### src/rtl/safecrack_btn_driver.sv
// Autoplayer for the safecrack lock: plays a latched one-hot combination as
// active-low button presses, each followed by an all-released gap.
module safecrack_btn_driver #(
  parameter int N_DIGITS    = 3,
  parameter int BTN_W       = 3,
  parameter int HOLD_CYCLES = 5_000_000,
  parameter int GAP_CYCLES  = 5_000_000
) (
  input  logic                      clk,
  input  logic                      rst,
  input  logic                      start,
  input  logic                      abort,
  input  logic [N_DIGITS*BTN_W-1:0] code,
  output logic [BTN_W-1:0]          btn_n,
  output logic                      busy,
  output logic                      done,
  output logic                      err
);

  localparam int MAX_CYC = (HOLD_CYCLES > GAP_CYCLES) ? HOLD_CYCLES : GAP_CYCLES;
  localparam int TW      = $clog2(MAX_CYC + 1);
  localparam int IW      = (N_DIGITS > 1) ? $clog2(N_DIGITS) : 1;

  localparam logic [TW-1:0] HOLD_LOAD = TW'(HOLD_CYCLES - 1);
  localparam logic [TW-1:0] GAP_LOAD  = TW'(GAP_CYCLES - 1);
  localparam logic [IW-1:0] LAST_IDX  = IW'(N_DIGITS - 1);

  typedef enum logic [1:0] {
    IDLE,
    PRESS,
    GAP
  } state_t;

  state_t                      state, state_nxt;
  logic [TW-1:0]               timer, timer_nxt;
  logic [IW-1:0]               idx, idx_nxt;
  logic [N_DIGITS*BTN_W-1:0]   code_q, code_nxt;
  logic [BTN_W-1:0]            btn_nxt;
  logic                        busy_nxt, done_nxt, err_nxt;
  logic                        code_ok;
  logic [IW-1:0]               idx_inc;

  function automatic logic [BTN_W-1:0] digit_of(input logic [N_DIGITS*BTN_W-1:0] c,
                                                 input logic [IW-1:0] k);
    logic [BTN_W-1:0] d;
    d = '0;
    for (int unsigned i = 0; i < N_DIGITS; i++) begin
      if (IW'(i) == k) d = c[i*BTN_W +: BTN_W];
    end
    return d;
  endfunction

  always_comb begin
    code_ok = 1'b1;
    for (int unsigned i = 0; i < N_DIGITS; i++) begin
      if (!$onehot(code[i*BTN_W +: BTN_W])) code_ok = 1'b0;
    end
  end

  assign idx_inc = idx + 1'b1;

  // Outputs are computed one cycle ahead so btn_n/busy/done/err come straight from flops.
  always_comb begin
    state_nxt = state;
    timer_nxt = timer;
    idx_nxt   = idx;
    code_nxt  = code_q;
    btn_nxt   = '1;
    busy_nxt  = 1'b0;
    done_nxt  = 1'b0;
    err_nxt   = 1'b0;
    unique case (state)
      IDLE: begin
        if (start && !abort) begin
          if (code_ok) begin
            code_nxt  = code;
            idx_nxt   = '0;
            timer_nxt = HOLD_LOAD;
            state_nxt = PRESS;
            btn_nxt   = ~code[BTN_W-1:0];
            busy_nxt  = 1'b1;
          end else begin
            err_nxt = 1'b1;
          end
        end
      end
      PRESS: begin
        if (abort) begin
          state_nxt = IDLE;
          timer_nxt = '0;
          idx_nxt   = '0;
        end else if (timer == '0) begin
          state_nxt = GAP;
          timer_nxt = GAP_LOAD;
          busy_nxt  = 1'b1;
        end else begin
          timer_nxt = timer - 1'b1;
          btn_nxt   = ~digit_of(code_q, idx);
          busy_nxt  = 1'b1;
        end
      end
      GAP: begin
        if (abort) begin
          state_nxt = IDLE;
          timer_nxt = '0;
          idx_nxt   = '0;
        end else if (timer == '0) begin
          if (idx == LAST_IDX) begin
            state_nxt = IDLE;
            idx_nxt   = '0;
            done_nxt  = 1'b1;
          end else begin
            state_nxt = PRESS;
            idx_nxt   = idx_inc;
            timer_nxt = HOLD_LOAD;
            btn_nxt   = ~digit_of(code_q, idx_inc);
            busy_nxt  = 1'b1;
          end
        end else begin
          timer_nxt = timer - 1'b1;
          busy_nxt  = 1'b1;
        end
      end
      default: state_nxt = IDLE;
    endcase
  end

  always_ff @(posedge clk or posedge rst) begin
    if (rst) begin
      state  <= IDLE;
      timer  <= '0;
      idx    <= '0;
      code_q <= '0;
      btn_n  <= '1;
      busy   <= 1'b0;
      done   <= 1'b0;
      err    <= 1'b0;
    end else begin
      state  <= state_nxt;
      timer  <= timer_nxt;
      idx    <= idx_nxt;
      code_q <= code_nxt;
      btn_n  <= btn_nxt;
      busy   <= busy_nxt;
      done   <= done_nxt;
      err    <= err_nxt;
    end
  end

endmodule

### config.mk
export PLATFORM = sky130hd
export DESIGN_NAME = safecrack_btn_driver
export DESIGN_NICKNAME = d
export VERILOG_FILES = /design/src/rtl/safecrack_btn_driver.sv
export SDC_FILE = /design/constraint.sdc
export NUM_CORES = 1
export LEC_CHECK = 0
export ABC_AREA = 1
export CORE_MARGIN = 1.5
export CORE_UTILIZATION = 48
export CTS_BUF_LIST = sky130_fd_sc_hd__clkbuf_8
export CTS_CLUSTER_SIZE = 10
export DETAILED_ROUTE_END_ITERATION = 10
export GPL_TIMING_DRIVEN = 0
export HOLD_SLACK_MARGIN = 0.06
export PLACE_DENSITY = 0.7
export SLEW_MARGIN = 10
export SYNTH_ARGS = -nofsm -noshare
export SYNTH_HDL_FRONTEND = slang
export SYNTH_SLANG_ARGS = --single-unit
### constraint.sdc
create_clock -name clk -period 1.6 [get_ports clk]
set_clock_uncertainty 0.1 [all_clocks]
set_input_delay 0.4 -clock clk [delete_from_list [all_inputs] [get_ports clk]]
set_output_delay 0.4 -clock clk [all_outputs]
set_load 0.1 [all_outputs]
==> results.sh <==
export IMPL_synth_simple_area_share=0.3654
export IMPL_timing_final_crit_period_ns=2.027
export IMPL_grt_pass1_vias=2733
export IMPL_clock_latency_ns=0.31
export IMPL_powerDensity_nw_per_um2=1715
export IMPL_finalCoreUtilization=0.6727
export IMPL_die_h_um=79.91
export IMPL_syn_avg_cell_area_um2=6.958
export IMPL_cp_cell_sequence="buf_8 -> inv_12 -> fa_1 -> nor2_1 -> nand4_1 -> nand2_1 -> nand2_2 -> nor2_4 -> nand2_4 -> inv_6 -> clkbuf_16 -> nand3_2 -> nand2_1"
export IMPL_fillers=484
export IMPL_hold_start="code[8]"
export IMPL_holdWs_ns=0.2266
export IMPL_grt_pass1_wl_mm=12.96
export IMPL_clk_path_buf_depth=2
export IMPL_worst_slack_ns=-0.4272
export IMPL_seqPwrFrac=0.265
export IMPL_holdCritPathClass="input port to flip-flop"
export IMPL_grt_max_degree=30
export IMPL_cp_end_kind="flip-flop"
export IMPL_yosys_register_bits=42
export IMPL_syn_nets=430
export IMPL_yosys_area_top_type_share=0.3438
export IMPL_yosys_area_top_type="dfrtp_1"
export IMPL_ys_flop_type="dfrtp_1"
export IMPL_io_buffer_count=18
export IMPL_antennaDiodeCount=0
export IMPL_final_area_um2=3772
export IMPL_drive_gt1_frac=0.3017
export IMPL_r2r_setup_slack_ns=-0.34
export IMPL_vias_per_cell=5.506
export IMPL_p_sw_mw=3.228
export IMPL_hold_viol=0
export IMPL_initial_utilization=0.5062
export IMPL_setup_viol=40
export IMPL_place_gp_congestion=0.9065
export IMPL_worst_path_max_delay_cell="fa_1"
export IMPL_arrival_ns=2.18
export IMPL_drc=0
export IMPL_min_to="code_q[8]"
export IMPL_reg2reg_to="timer[14]"
export IMPL_path_common_cell="nand2_1"
export IMPL_coreArea_um2=5608
export IMPL_hold_depth=3
export IMPL_final_cell_mix="114 x nand2_1, 38 x dfrtp_1, 34 x nor2_1, 33 x inv_1, 21 x buf_4"
export IMPL_post_route_period_util=1.267
export IMPL_cts_buffers=5
export IMPL_violations="negative setup slack"
export IMPL_muxShareOfSynthArea=0
export IMPL_first_iter_violations=207
export IMPL_synth_fa_ha_area_frac=0.04760
export IMPL_htree_levels=2
export IMPL_outcome="complete, but fails checks"
export IMPL_synthArstFlopShare=1.000
export IMPL_switching_share=0.4991
export IMPL_p_int_mw=3.239
export IMPL_critPathRequiredTime_ns=1.75
export IMPL_firstDrtPassIters=5
export IMPL_nNetsFinal=485
export IMPL_postRouteAntennaNets=0
export IMPL_synth_area_um2=2839
export IMPL_hpwl_mm=5.389
export IMPL_rsz0062_at_grt="yes"
export IMPL_grt_overflow_total=0
export IMPL_synth_area_leaders="dfrtp_1 34%, nand2_1 18%, inv_1 5.9%"
export IMPL_timing_setup_tns_ns=-13.64
export IMPL_clockPowerShare=0.116
export IMPL_cts_root_buffer="clkbuf_8"
export IMPL_areaGrowthSynthToFinish_pct=32.88
export IMPL_num_vias=2951
export IMPL_netlist_cell_type_count=36
export IMPL_path_max_fanout=8
export IMPL_io_pins=19
export IMPL_cap_violations=0
export IMPL_place_area_um2=3187
export IMPL_p_leak_nw=1.830
export IMPL_max_freq_mhz=493.3
export IMPL_synth_compound_area_frac=0.1097
export IMPL_postRouteWirelength_mm=8.123
export IMPL_postSynthCellCount=408
export IMPL_antenna_found_initial=0
export IMPL_clk_pin_slew_ns=0.08
export IMPL_final_common_cell="nand2_1"
export IMPL_ys_seq_area_frac=0.3715
export IMPL_critical_path_max_stage_delay_ns=0.47
export IMPL_synth_edf_count=0
export IMPL_tightest_slew_ns=0.5934
export IMPL_peakVddDrop_mv=0.9128
export IMPL_drv_slew=0
export IMPL_crit_type="input port to flip-flop"
export IMPL_die_area_um2=6385
export IMPL_cts_tree="built"
export IMPL_maxSlewHeadroom=0.6030
export IMPL_synth_top_family_by_area="simple AND/OR/NAND/NOR gates"
export IMPL_cts_hold_buf=0
export IMPL_wl_per_cell_um=15.15
export IMPL_p_comb_frac=0.619
export IMPL_die_x_um=79.91
export IMPL_grt_usage=0.2639
export IMPL_num_rows=27
export IMPL_synth_xor_xnor_area_share=0.02777
export IMPL_yosys_warnings=0
export IMPL_cts_sinks=42
export IMPL_crit_reg2reg_launch="timer[1]"
export IMPL_r2r_cells=9
export IMPL_start_kind="input port"
==> worst max path at each step <==
stage | startpoint | to | slack, ns | depth (start not counted)
2_1_floorplan | code[2] | timer[10] | -0.43 | 12
3_3_place_gp | code[2] | timer[7] | -1.44 | 13
3_5_place_dp | code[2] | timer[13] | -1.44 | 13
4_1_cts | code[2] | timer[3] | -0.38 | 12
5_1_grt | code[2] | timer[20] | -0.52 | 13
6_report | code[2] | timer[10] | -0.43 | 13
==> registers in the layout (all words and copies together) (netlist names) <==
name and count:
timer 23, btn_n 3, busy 1, err 1
done 1, state 2, code_q 9, idx 2
==> area by class of cell <==
class	count	area, um^2	share of cell area
Inverter	49	210.2	0.05572
Buffer	5	63.81	0.01692
Sequential cell	42	1056	0.2799
Clock inverter	2	8.758	0.002322
Tap cell	72	90.09	0.02388
Multi-Input combinational cell	311	1790	0.4746
Clock buffer	6	82.58	0.02189
Timing Repair Buffer	49	470.5	0.1247
==> power groups by stage <==
stage               Clock (mW)  Sequential, mW  Combinational, mW
global route             0.797            1.75               4.37
detailed placement           0            1.69               2.98
CTS                      0.749            1.68               3.38
finish                   0.750            1.72               4.00
global placement             0            1.67               2.93
floorplan                    0            2.01               1.94
==> cell usage after synthesis (2+ instances only) <==
cell type and instances:
nor2_1 43, o21ai_1 8, nand2_1 134, fa_1 3
nand3_2 2, dfrtp_1 39, xor2_1 7, clkbuf_1 3
nor2_4 3, inv_2 3, inv_1 45, o21ai_0 26
nand3b_1 2, a21oi_1 16, nor3_1 2, nand3_1 26
nor2_2 8, buf_4 2, dfstp_2 3, xnor2_1 2
ha_1 6, nand4_1 11
==> per-layer routing <==
metal	global-route usage	vias up	share of wire
met1	0.3649	1400	0.44
met3	0.04800	21	0.073
met2	0.4067	108	0.46
met5	0	-	0
met4	0.1034	0	0.025
li1	-	1422	-
==> cell families (layout without fill, tap and decap cells) <==
| logic type | after synthesis | in the layout |
|---|---|---|
| simple gates | 235 | 235 |
| xor+xnor | 9 | 9 |
| compound gates | 58 | 58 |
| fa+ha+maj | 9 | 9 |
| buf+inv | 55 | 111 |
| flops | 42 | 42 |
==> metrics by stage <==
step	std cells	setup slack, ns	total power [mW]
after floorplan	408	-0.4319	3.950
after global placement	498	-1.443	4.599
after detailed placement	499	-1.437	4.671
after CTS	529	-0.3792	5.803
after global routing	536	-0.5190	6.918
final	536	-0.4272	6.468
==> critical path: cells and delay by family <==
family | cells | cell delay [ns]
fa+ha+maj | 1 | 0.47
simple gates | 8 | 0.91
buf+inv | 4 | 0.40
==> timing repair <==
action / in CTS / in global routing
endpoints found under the setup margin: 47 / 42
pin swaps: 19 / 25
setup buffers: 25 / 8
resized for setup: 130 / 39
hold endpoints to repair: 0 / 0
cloned: 1 / 2
(Power assumes the default switching activity.)
